### src/rtl/fir_stream_if.sv
// -----------------------------------------------------------------------------
// fir_stream_if
//
// Groups the input sample stream, the output sample stream and the
// coefficient register port of fir_stream into a single bundle.
//
// Signals:
//   in_data    [DATA_W]  signed input sample
//   in_valid             in_data is valid
//   in_ready             filter can accept a sample
//   out_data   [DATA_W]  signed filtered sample
//   out_valid            out_data is valid
//   out_ready            downstream accepts out_data
//   coef_we              coefficient write strobe
//   coef_addr  [AW]      coefficient index
//   coef_data  [COEF_W]  signed coefficient value
//
// Modports:
//   master - the side that feeds samples, drains results and programs taps
//   slave  - the filter itself
// -----------------------------------------------------------------------------
interface fir_stream_if #(
  parameter int DATA_W = 16,
  parameter int COEF_W = 16,
  parameter int TAPS   = 16
);
  localparam int AW = $clog2(TAPS);

  logic signed [DATA_W-1:0] in_data;
  logic                     in_valid;
  logic                     in_ready;
  logic signed [DATA_W-1:0] out_data;
  logic                     out_valid;
  logic                     out_ready;
  logic                     coef_we;
  logic [AW-1:0]            coef_addr;
  logic signed [COEF_W-1:0] coef_data;

  modport master (
    output in_data, in_valid, out_ready, coef_we, coef_addr, coef_data,
    input  in_ready, out_data, out_valid
  );

  modport slave (
    input  in_data, in_valid, out_ready, coef_we, coef_addr, coef_data,
    output in_ready, out_data, out_valid
  );
endinterface

### src/rtl/fir_stream.sv
// -----------------------------------------------------------------------------
// fir_stream
//
// Runtime-programmable single-channel FIR filter built around one
// time-shared multiply-accumulate. Each accepted sample is shifted into a
// TAPS-deep delay line, then TAPS MAC cycles form the dot product with the
// coefficient bank, the accumulator is scaled by FRAC and saturated to
// DATA_W, and the result is held on the output until it is taken.
//
// Ports:
//   ck     - clock, all state changes on the rising edge
//   rst_n  - synchronous active-low reset (clears FSM, delay line,
//            coefficients, accumulator, counter and output register)
//   bus    - fir_stream_if.slave: input stream, output stream and
//            coefficient write port
//   busy   - high in every state except IDLE
//
// Build option:
//   FIR_STREAM_ROUND_EN - when defined, the output is rounded half up
//   before the shift instead of truncated toward minus infinity. Latency
//   and handshake are the same in both builds.
// -----------------------------------------------------------------------------
module fir_stream #(
  parameter int DATA_W = 16,
  parameter int COEF_W = 16,
  parameter int TAPS   = 16,
  parameter int FRAC   = 15
) (
  input  logic        ck,
  input  logic        rst_n,
  fir_stream_if.slave bus,
  output logic        busy
);

  localparam int AW     = $clog2(TAPS);
  localparam int ACC_W  = DATA_W + COEF_W + AW;
  localparam int PROD_W = DATA_W + COEF_W;

  localparam logic [AW-1:0] LAST_TAP = AW'(TAPS - 1);
  localparam logic [AW:0]   TAPS_L   = (AW + 1)'(TAPS);

  // Saturation bounds expressed at the width of the scaled accumulator.
  localparam logic signed [ACC_W:0] SAT_MAX =
    {{(ACC_W - DATA_W + 2){1'b0}}, {(DATA_W - 1){1'b1}}};
  localparam logic signed [ACC_W:0] SAT_MIN =
    {{(ACC_W - DATA_W + 2){1'b1}}, {(DATA_W - 1){1'b0}}};

`ifdef FIR_STREAM_ROUND_EN
  localparam logic signed [ACC_W:0] RND_HALF = (ACC_W + 1)'(1) << (FRAC - 1);
`endif

  typedef enum logic [1:0] {
    IDLE = 2'd0,
    MAC  = 2'd1,
    SAVE = 2'd2,
    HOLD = 2'd3
  } state_t;

  state_t state;
  state_t state_nx;

  logic signed [DATA_W-1:0] smp  [TAPS];
  logic signed [COEF_W-1:0] coef [TAPS];
  logic signed [ACC_W-1:0]  acc;
  logic [AW-1:0]            cnt;

  logic signed [PROD_W-1:0] prod;
  logic signed [ACC_W:0]    pre_shift;
  logic signed [ACC_W:0]    scaled;
  logic signed [DATA_W-1:0] sat_val;
  logic                     coef_wr;

  // ---------------------------------------------------------------------------
  // Status and handshake outputs decode directly from the registered state.
  // ---------------------------------------------------------------------------
  assign bus.in_ready = (state == IDLE);
  assign busy         = (state != IDLE);

  // Writes are only honoured while idle; a write in the same cycle a sample
  // is accepted therefore lands before the first MAC cycle reads the bank.
  assign coef_wr = (state == IDLE) && bus.coef_we &&
                   ({1'b0, bus.coef_addr} < TAPS_L);

  // One full-precision signed product per MAC cycle.
  assign prod = smp[cnt] * coef[cnt];

  // ---------------------------------------------------------------------------
  // Next-state logic
  // ---------------------------------------------------------------------------
  always_comb begin
    // NOTE: every variable driven here gets a default first, so no path can
    // leave it unassigned and infer a latch.
    state_nx = state;
    case (state)
      IDLE:    if (bus.in_valid)     state_nx = MAC;
      MAC:     if (cnt == LAST_TAP)  state_nx = SAVE;
      SAVE:                          state_nx = HOLD;
      HOLD:    if (bus.out_ready)    state_nx = IDLE;
      default:                       state_nx = IDLE;
    endcase
  end

  // ---------------------------------------------------------------------------
  // Output scaling: optional round-half-up, arithmetic shift, then clamp.
  // The extra top bit keeps the rounding add from wrapping.
  // ---------------------------------------------------------------------------
  always_comb begin
    pre_shift = {acc[ACC_W-1], acc};
`ifdef FIR_STREAM_ROUND_EN
    pre_shift = pre_shift + RND_HALF;
`endif
    scaled = pre_shift >>> FRAC;
    if (scaled > SAT_MAX) begin
      sat_val = SAT_MAX[DATA_W-1:0];
    end else if (scaled < SAT_MIN) begin
      sat_val = SAT_MIN[DATA_W-1:0];
    end else begin
      sat_val = scaled[DATA_W-1:0];
    end
  end

  // ---------------------------------------------------------------------------
  // State register
  // ---------------------------------------------------------------------------
  always_ff @(posedge ck) begin
    // NOTE: sequential state uses non-blocking assignments so every register
    // samples the pre-edge values, regardless of statement order.
    if (!rst_n) begin
      state <= IDLE;
    end else begin
      state <= state_nx;
    end
  end

  // ---------------------------------------------------------------------------
  // Datapath: delay line, coefficient bank, accumulator, output register
  // ---------------------------------------------------------------------------
  always_ff @(posedge ck) begin
    if (!rst_n) begin
      // NOTE: the delay line and coefficient bank are flops, not RAM, and are
      // cleared here so a reset always restarts the filter from silence with
      // a zero response; this is why they sit in a resettable process.
      for (int i = 0; i < TAPS; i++) begin
        smp[i]  <= '0;
        coef[i] <= '0;
      end
      acc           <= '0;
      cnt           <= '0;
      bus.out_data  <= '0;
      bus.out_valid <= 1'b0;
    end else begin
      if (coef_wr) begin
        coef[bus.coef_addr] <= bus.coef_data;
      end

      case (state)
        IDLE: begin
          if (bus.in_valid) begin
            smp[0] <= bus.in_data;
            for (int i = 1; i < TAPS; i++) begin
              smp[i] <= smp[i-1];
            end
            acc <= '0;
            cnt <= '0;
          end
        end

        MAC: begin
          acc <= acc + {{(ACC_W - PROD_W){prod[PROD_W-1]}}, prod};
          // Counter parks on the last tap; it is only rewound on entry.
          if (cnt != LAST_TAP) begin
            cnt <= cnt + AW'(1);
          end
        end

        SAVE: begin
          bus.out_data  <= sat_val;
          bus.out_valid <= 1'b1;
        end

        HOLD: begin
          if (bus.out_ready) begin
            bus.out_valid <= 1'b0;
          end
        end

        default: begin
        end
      endcase
    end
  end

endmodule

### src/flat_wrapper.sv
// flat-port wrapper written by rule: the top's interface ports become plain ports
module fir_stream_flat 
#(
  parameter int DATA_W = 16,
  parameter int COEF_W = 16,
  parameter int TAPS   = 16,
  parameter int FRAC   = 15
)
  (ck, rst_n, busy, bus_in_data, bus_in_valid, bus_out_ready, bus_coef_we, bus_coef_addr, bus_coef_data, bus_in_ready, bus_out_data, bus_out_valid);
  fir_stream_if #(.DATA_W(DATA_W), .COEF_W(COEF_W), .TAPS(TAPS)) bus_i ();
  input  logic ck;
  input  logic rst_n;
  output logic busy;
  input wire logic [$bits(bus_i.in_data)-1:0] bus_in_data;
  input wire logic [$bits(bus_i.in_valid)-1:0] bus_in_valid;
  input wire logic [$bits(bus_i.out_ready)-1:0] bus_out_ready;
  input wire logic [$bits(bus_i.coef_we)-1:0] bus_coef_we;
  input wire logic [$bits(bus_i.coef_addr)-1:0] bus_coef_addr;
  input wire logic [$bits(bus_i.coef_data)-1:0] bus_coef_data;
  output wire logic [$bits(bus_i.in_ready)-1:0] bus_in_ready;
  output wire logic [$bits(bus_i.out_data)-1:0] bus_out_data;
  output wire logic [$bits(bus_i.out_valid)-1:0] bus_out_valid;
  assign bus_i.in_data = bus_in_data;
  assign bus_i.in_valid = bus_in_valid;
  assign bus_i.out_ready = bus_out_ready;
  assign bus_i.coef_we = bus_coef_we;
  assign bus_i.coef_addr = bus_coef_addr;
  assign bus_i.coef_data = bus_coef_data;
  assign bus_in_ready = bus_i.in_ready;
  assign bus_out_data = bus_i.out_data;
  assign bus_out_valid = bus_i.out_valid;
  fir_stream #(.DATA_W(DATA_W), .COEF_W(COEF_W), .TAPS(TAPS), .FRAC(FRAC)) u_core (.ck(ck), .rst_n(rst_n), .bus(bus_i), .busy(busy));
endmodule
### config.mk
export PLATFORM = sky130hd
export DESIGN_NAME = fir_stream_flat
export DESIGN_NICKNAME = d
export VERILOG_FILES = /design/src/rtl/fir_stream_if.sv /design/src/rtl/fir_stream.sv /design/src/flat_wrapper.sv
export SDC_FILE = /design/constraint.sdc
export NUM_CORES = 2
export LEC_CHECK = 0
export ABC_AREA = 1
export BUFFER_PORTS_ARGS = -buffer_cell sky130_fd_sc_hd__buf_2
export CORE_MARGIN = 8
export CORE_UTILIZATION = 30
export DETAILED_ROUTE_END_ITERATION = 6
export GPL_ROUTABILITY_DRIVEN = 0
export PLACE_DENSITY = 0.5
export SYNTH_ARGS = -nofsm -noshare
export SYNTH_HDL_FRONTEND = slang
export SYNTH_SLANG_ARGS = --single-unit
### constraint.sdc
create_clock -name ck -period 7.5 [get_ports ck]
set_input_delay 1.125 -clock ck [delete_from_list [all_inputs] [get_ports ck]]
set_output_delay 1.125 -clock ck [all_outputs]
set_load 0.01 [all_outputs]
Yosys cells after proc, flatten, opt, wreduce, memory -nomap -nowiden

Memory sizes are Yosys's and may differ from the RTL's. A register that Yosys moved wholly into a read port is not among the register bits.
Cells that the tools add are included.

Register bits after elaboration: 59
Bits in writable memories: 512
Bits of input ports: 41
Output and inout port bits: 19
Logic and storage cells: 91
Memories: 2

Add/subtract/negate cells: 2
$mul: 1
Order comparisons: 2
Equal/unequal tests: 9
Muxes and demuxes: 44
Bitwise gates (word level): 16
Reductions and logical operators: 10

Memories:

| name        | words | width | read ports | clocked after Yosys merged registers in | wr ports | RTL line         | source |
|---|---|---|---|---|---|---|---|
| u_core.coef | 16    | 16    | 1          | 1                                       | 16       | fir_stream.sv:63 | `logic signed [COEF_W-1:0] coef [TAPS];` |
| u_core.smp  | 16    | 16    | 16         | 1                                       | 16       | fir_stream.sv:62 | `logic signed [DATA_W-1:0] smp [TAPS];` |

Operators with widths:

| operator                                             | count |
|---|---|
| two-way mux 16 bit                                   | 19 |
| one-hot mux 36 bit (2 select lines)                  | 1 |
| adder 36 bit                                         | 1 |
| two-way mux 36 bit                                   | 1 |
| multiplier 16 x 16 -> 32 bit                         | 1 |
| two-way mux 4 bit                                    | 7 |
| > comparator 21 x 16 -> 1 bit, second input constant | 1 |
| < comparator 21 x 16 -> 1 bit, second input constant | 1 |
| OR 1 bit                                             | 16 |
| OR reduction 16 bit                                  | 1 |
| two-way mux 1 bit                                    | 10 |
| one-hot mux 2 bit (4 select lines)                   | 1 |
| one-hot mux 4 bit (2 select lines)                   | 1 |
| two-way mux 2 bit                                    | 3 |
| AND reduction 3 bit                                  | 2 |
| nonzero test 2 bit                                   | 3 |
| adder 4 x 1 -> 4 bit, second input constant          | 1 |
| == test 2 bit, second input constant                 | 2 |
| == test 4 bit, second input constant                 | 1 |
| != test 2 x 1 -> 1 bit, second input constant        | 2 |
| != test 2 bit, second input constant                 | 2 |
| != test 4 bit, second input constant                 | 1 |
| AND reduction 2 bit                                  | 2 |
| == test 2 x 1 -> 1 bit, second input constant        | 1 |
| 3 further kinds                                      | 3 |

Logic depth before layout (Yosys ltp)

Depth after elaboration: 7
Mapped depth: 49
Mapped depth without buffers: 45

Worst setup path after synthesis

No wires, ideal clock.

Path kind: input -> register
Start point: input port rst_n
End point: memory u_core.smp[0][0] (enable)
Library setup time: 1.954 ns
Data arrival time: 6.011 ns
Data required time: 5.546 ns
Path slack: -0.466 ns
Stages on the path: 4
Buffers on the path: 3
Cells stage by stage: buf_2 > clkbuf_1 > clkbuf_1 > nand2_1

RTL lines:

| item               | RTL line           | source |
|---|---|---|
| start: declaration | flat_wrapper.sv:12 | `input logic rst_n;` |
| end: declaration   | fir_stream.sv:62   |  |

==> impl_metrics.tcl <==
set metrics [dict create \
    grt_pass1_vias 31316 \
    yosys_warnings 0 \
    min_period_over_period_pct 106 \
    vias 30796 \
    drt_iter0_markers 1992 \
    synth_fp_nets 4758 \
    rsz0062_at_grt "true" \
    slowest_stage "fa_2" \
    critPathKind "reg2reg" \
    worst_slew_pin_slew_ns 1.22 \
    dr.pass1.iters 6 \
    drc 0 \
    synth_adder_area_share_pct 17.7 \
    io-pin-count 60 \
    root_buffer "clkbuf_16" \
    die_w_um 374 \
    cts_inserted_buffers 71 \
    synth_top_family_by_area "adder cells" \
    holdWs_ns 0.455 \
    cts_hold_buf 0 \
    holdPathStages 2 \
    finalSetupViolCount 23 \
    syn-instance-count 4332 \
    cts_buffer_depth 3 \
    synth-main-ff-cell "edfxtp_1" \
    synth_mux_area_share_pct 0 \
    async_flop_share_pct 0 \
    syn_to_final_growth_pct 29.2 \
    synth_area_um2 38400 \
    track_usage_pct 15.9 \
    max_freq_mhz 126 \
    hold_class "reg2reg" \
    timing.rr.end "u_core.acc[29]" \
    period_needed_ns 7.95 \
    avgRoutedWirePerCell_um 17.8 \
    layout_common_cells "inv_1 (756), nor2_1 (653), nand2_1 (575), edfxtp_1 (512), buf_4 (445)" \
    grt_start_max_net_pins 76 \
    start_util_pct 30.2 \
    grt_first_pass_wirelength_mm 178 \
    via_per_inst 4.72 \
    crit_arrival_ns 8.53 \
    num-nets-final 5235 \
    r2r_slack_ns -0.45 \
    antenna_found_initial 1 \
    synth_edf_count 512 \
    ys_seq_area_share_pct 43.4 \
    min_to "u_core.bus.out_data[15]" \
    synth_compound_area_share_pct 10.2 \
    fin_setup_tns_ns -7.30 \
    htreeDepth 3 \
    mostFrequentLayoutCell "inv_1" \
    drt_wl_total_mm 116 \
    insertion_delay_ns 0.70 \
    synth.avg_cell_area_um2 8.86 \
    synth_xor_area_share_pct 0.662 \
    regArea_um2 16600 \
    multi_input_area_um2 19800 \
    grt-ovfl-total 0 \
    post-route-worst-setup-slack_ns -0.453 \
    rows 131 \
    cp-end-kind "flip-flop" \
    place_area_um2 43600 \
    io_buffers 59 \
    maxSlewViolCount 0 \
    post-route-util_pct 39.0 \
    drt.antenna.violating_nets 0 \
    worstPathRequired_ns 8.08 \
    synth-simple-area-share_pct 16.9 \
    hp-start "u_core.bus.out_data[15]" \
    cp_common_cell "nand2_2" \
    fillers 12675 \
    worstRegToRegCells 42 \
    outcome "complete, but fails checks" \
    final_area_um2 49600 \
    critical_path.max_fanout 7 \
    startpoint_type "flip-flop" \
    dieHeight_um 374 \
    fp.coreArea_um2 127000 \
    cts.sinks 575 \
    maxSlewHeadroom_pct 18.7 \
    dp.final_hpwl_mm 79.4 \
    dieArea_um2 140000 \
    failed_checks "negative setup slack" \
    drive_above_1_share_pct 25.2 \
    hold_viol 0 \
    skew_ns 0.0570 \
    cap_violations 0 \
    ys_ff_latch 575 \
    cts_tree "done" \
    slowest_delay_ns 0.62 \
    path_clk_slew_ns 0.06 \
    yosysUniqueCellTypes 47 \
]
-- layout make-up --
cell class | instances | area share (%)
clock inverter | 34 | 0.923
antenna | 2 | 0.0101
inverter | 832 | 6.36
multi-input combinational | 2712 | 39.9
timing repair buffer | 617 | 11.3
clock buffer | 92 | 3.76
tap | 1662 | 4.19
sequential | 575 | 33.6
-- kinds of logic (layout without fill, tap and decap cells) --
| group | Yosys count | count (layout) |
|---|---|---|
| other cells | 0 | 2 |
| buf+inv | 1046 | 1575 |
| compound gates | 679 | 679 |
| fa+ha+maj | 385 | 385 |
| xor+xnor | 29 | 29 |
| simple gates | 1618 | 1619 |
| flops | 575 | 575 |
-- cell usage after synthesis (10+ instances only) --
cell / count / area (µm²)
a21oi_1: 196 / 981
buf_2: 42 / 210
buf_4: 41 / 308
buf_6: 20 / 225
clkbuf_1: 105 / 394
dfxtp_1: 63 / 1260
edfxtp_1: 512 / 15400
fa_1: 263 / 5270
ha_1: 122 / 1530
inv_1: 803 / 3010
inv_2: 27 / 101
nand2_1: 656 / 2460
nand2_2: 47 / 294
nand3_1: 144 / 721
nand4_1: 18 / 113
nor2_1: 719 / 2700
nor3_1: 14 / 70.1
o211ai_1: 22 / 165
o21ai_0: 259 / 1300
o21ai_1: 54 / 270
o21bai_1: 14 / 105
o221ai_1: 70 / 613
o22ai_1: 27 / 169
or2_2: 10 / 62.6
xnor2_1: 14 / 123
xor2_1: 15 / 131
-- worst max-delay path by stage --
stage                         start        endpoint
after floorplan           flip-flop  u_core.acc[35]
after global placement    flip-flop  u_core.acc[35]
after detailed placement  flip-flop  u_core.acc[23]
after CTS                 flip-flop  u_core.acc[35]
after global routing      flip-flop  u_core.acc[35]
final                     flip-flop  u_core.acc[29]
-- repair_timing --
| action | in CTS | in global routing |
|---|---|---|
| cloned | 5 | 11 |
| setup endpoints to repair | 26 | 26 |
| resized for setup | 269 | 391 |
| buffers inserted | 39 | 45 |
| pin swaps | 97 | 198 |
-- through the flow --
step / worst slack [ns] / cells
global route: -0.828 / 6524
finish: -0.453 / 6526
detailed placement: -0.874 / 6300
floorplan: 0.0276 / 4332
CTS: -0.364 / 6470
global placement: -0.914 / 6300
-- flip-flops by register name, summed over array words and instances (netlist names), named ones only --
signal	flops
u_core.coef	256
u_core.smp	256
u_core.acc	36
u_core.bus.out_data	16
u_core.cnt	4
u_core.state	2
u_core.bus.out_valid	1
-- worst max-delay path: cells and delay by family, from the launching register on --
family                   cells  cell delay (ns)
AND/OR/NAND/NOR             16             1.60
buffers and inverters       11             1.24
AO/OA/AOI/OAI                6             0.73
adder cells (fa/ha/maj)      8             3.66
XOR/XNOR                     1             0.14
flip-flops                   1             0.44
-- metal layers --
layer	wire, µm	global-route usage (%)	vias up
met2	56500	27.2	734
met1	50600	20.4	15063
li1	-	-	14797
met4	3870	5.76	0
met3	5550	2.40	202
met5	0	0	-
Power is left out: the tool's default activity adds up to more than one toggle a clock period on the data nets, which glitch-free logic cannot reach.
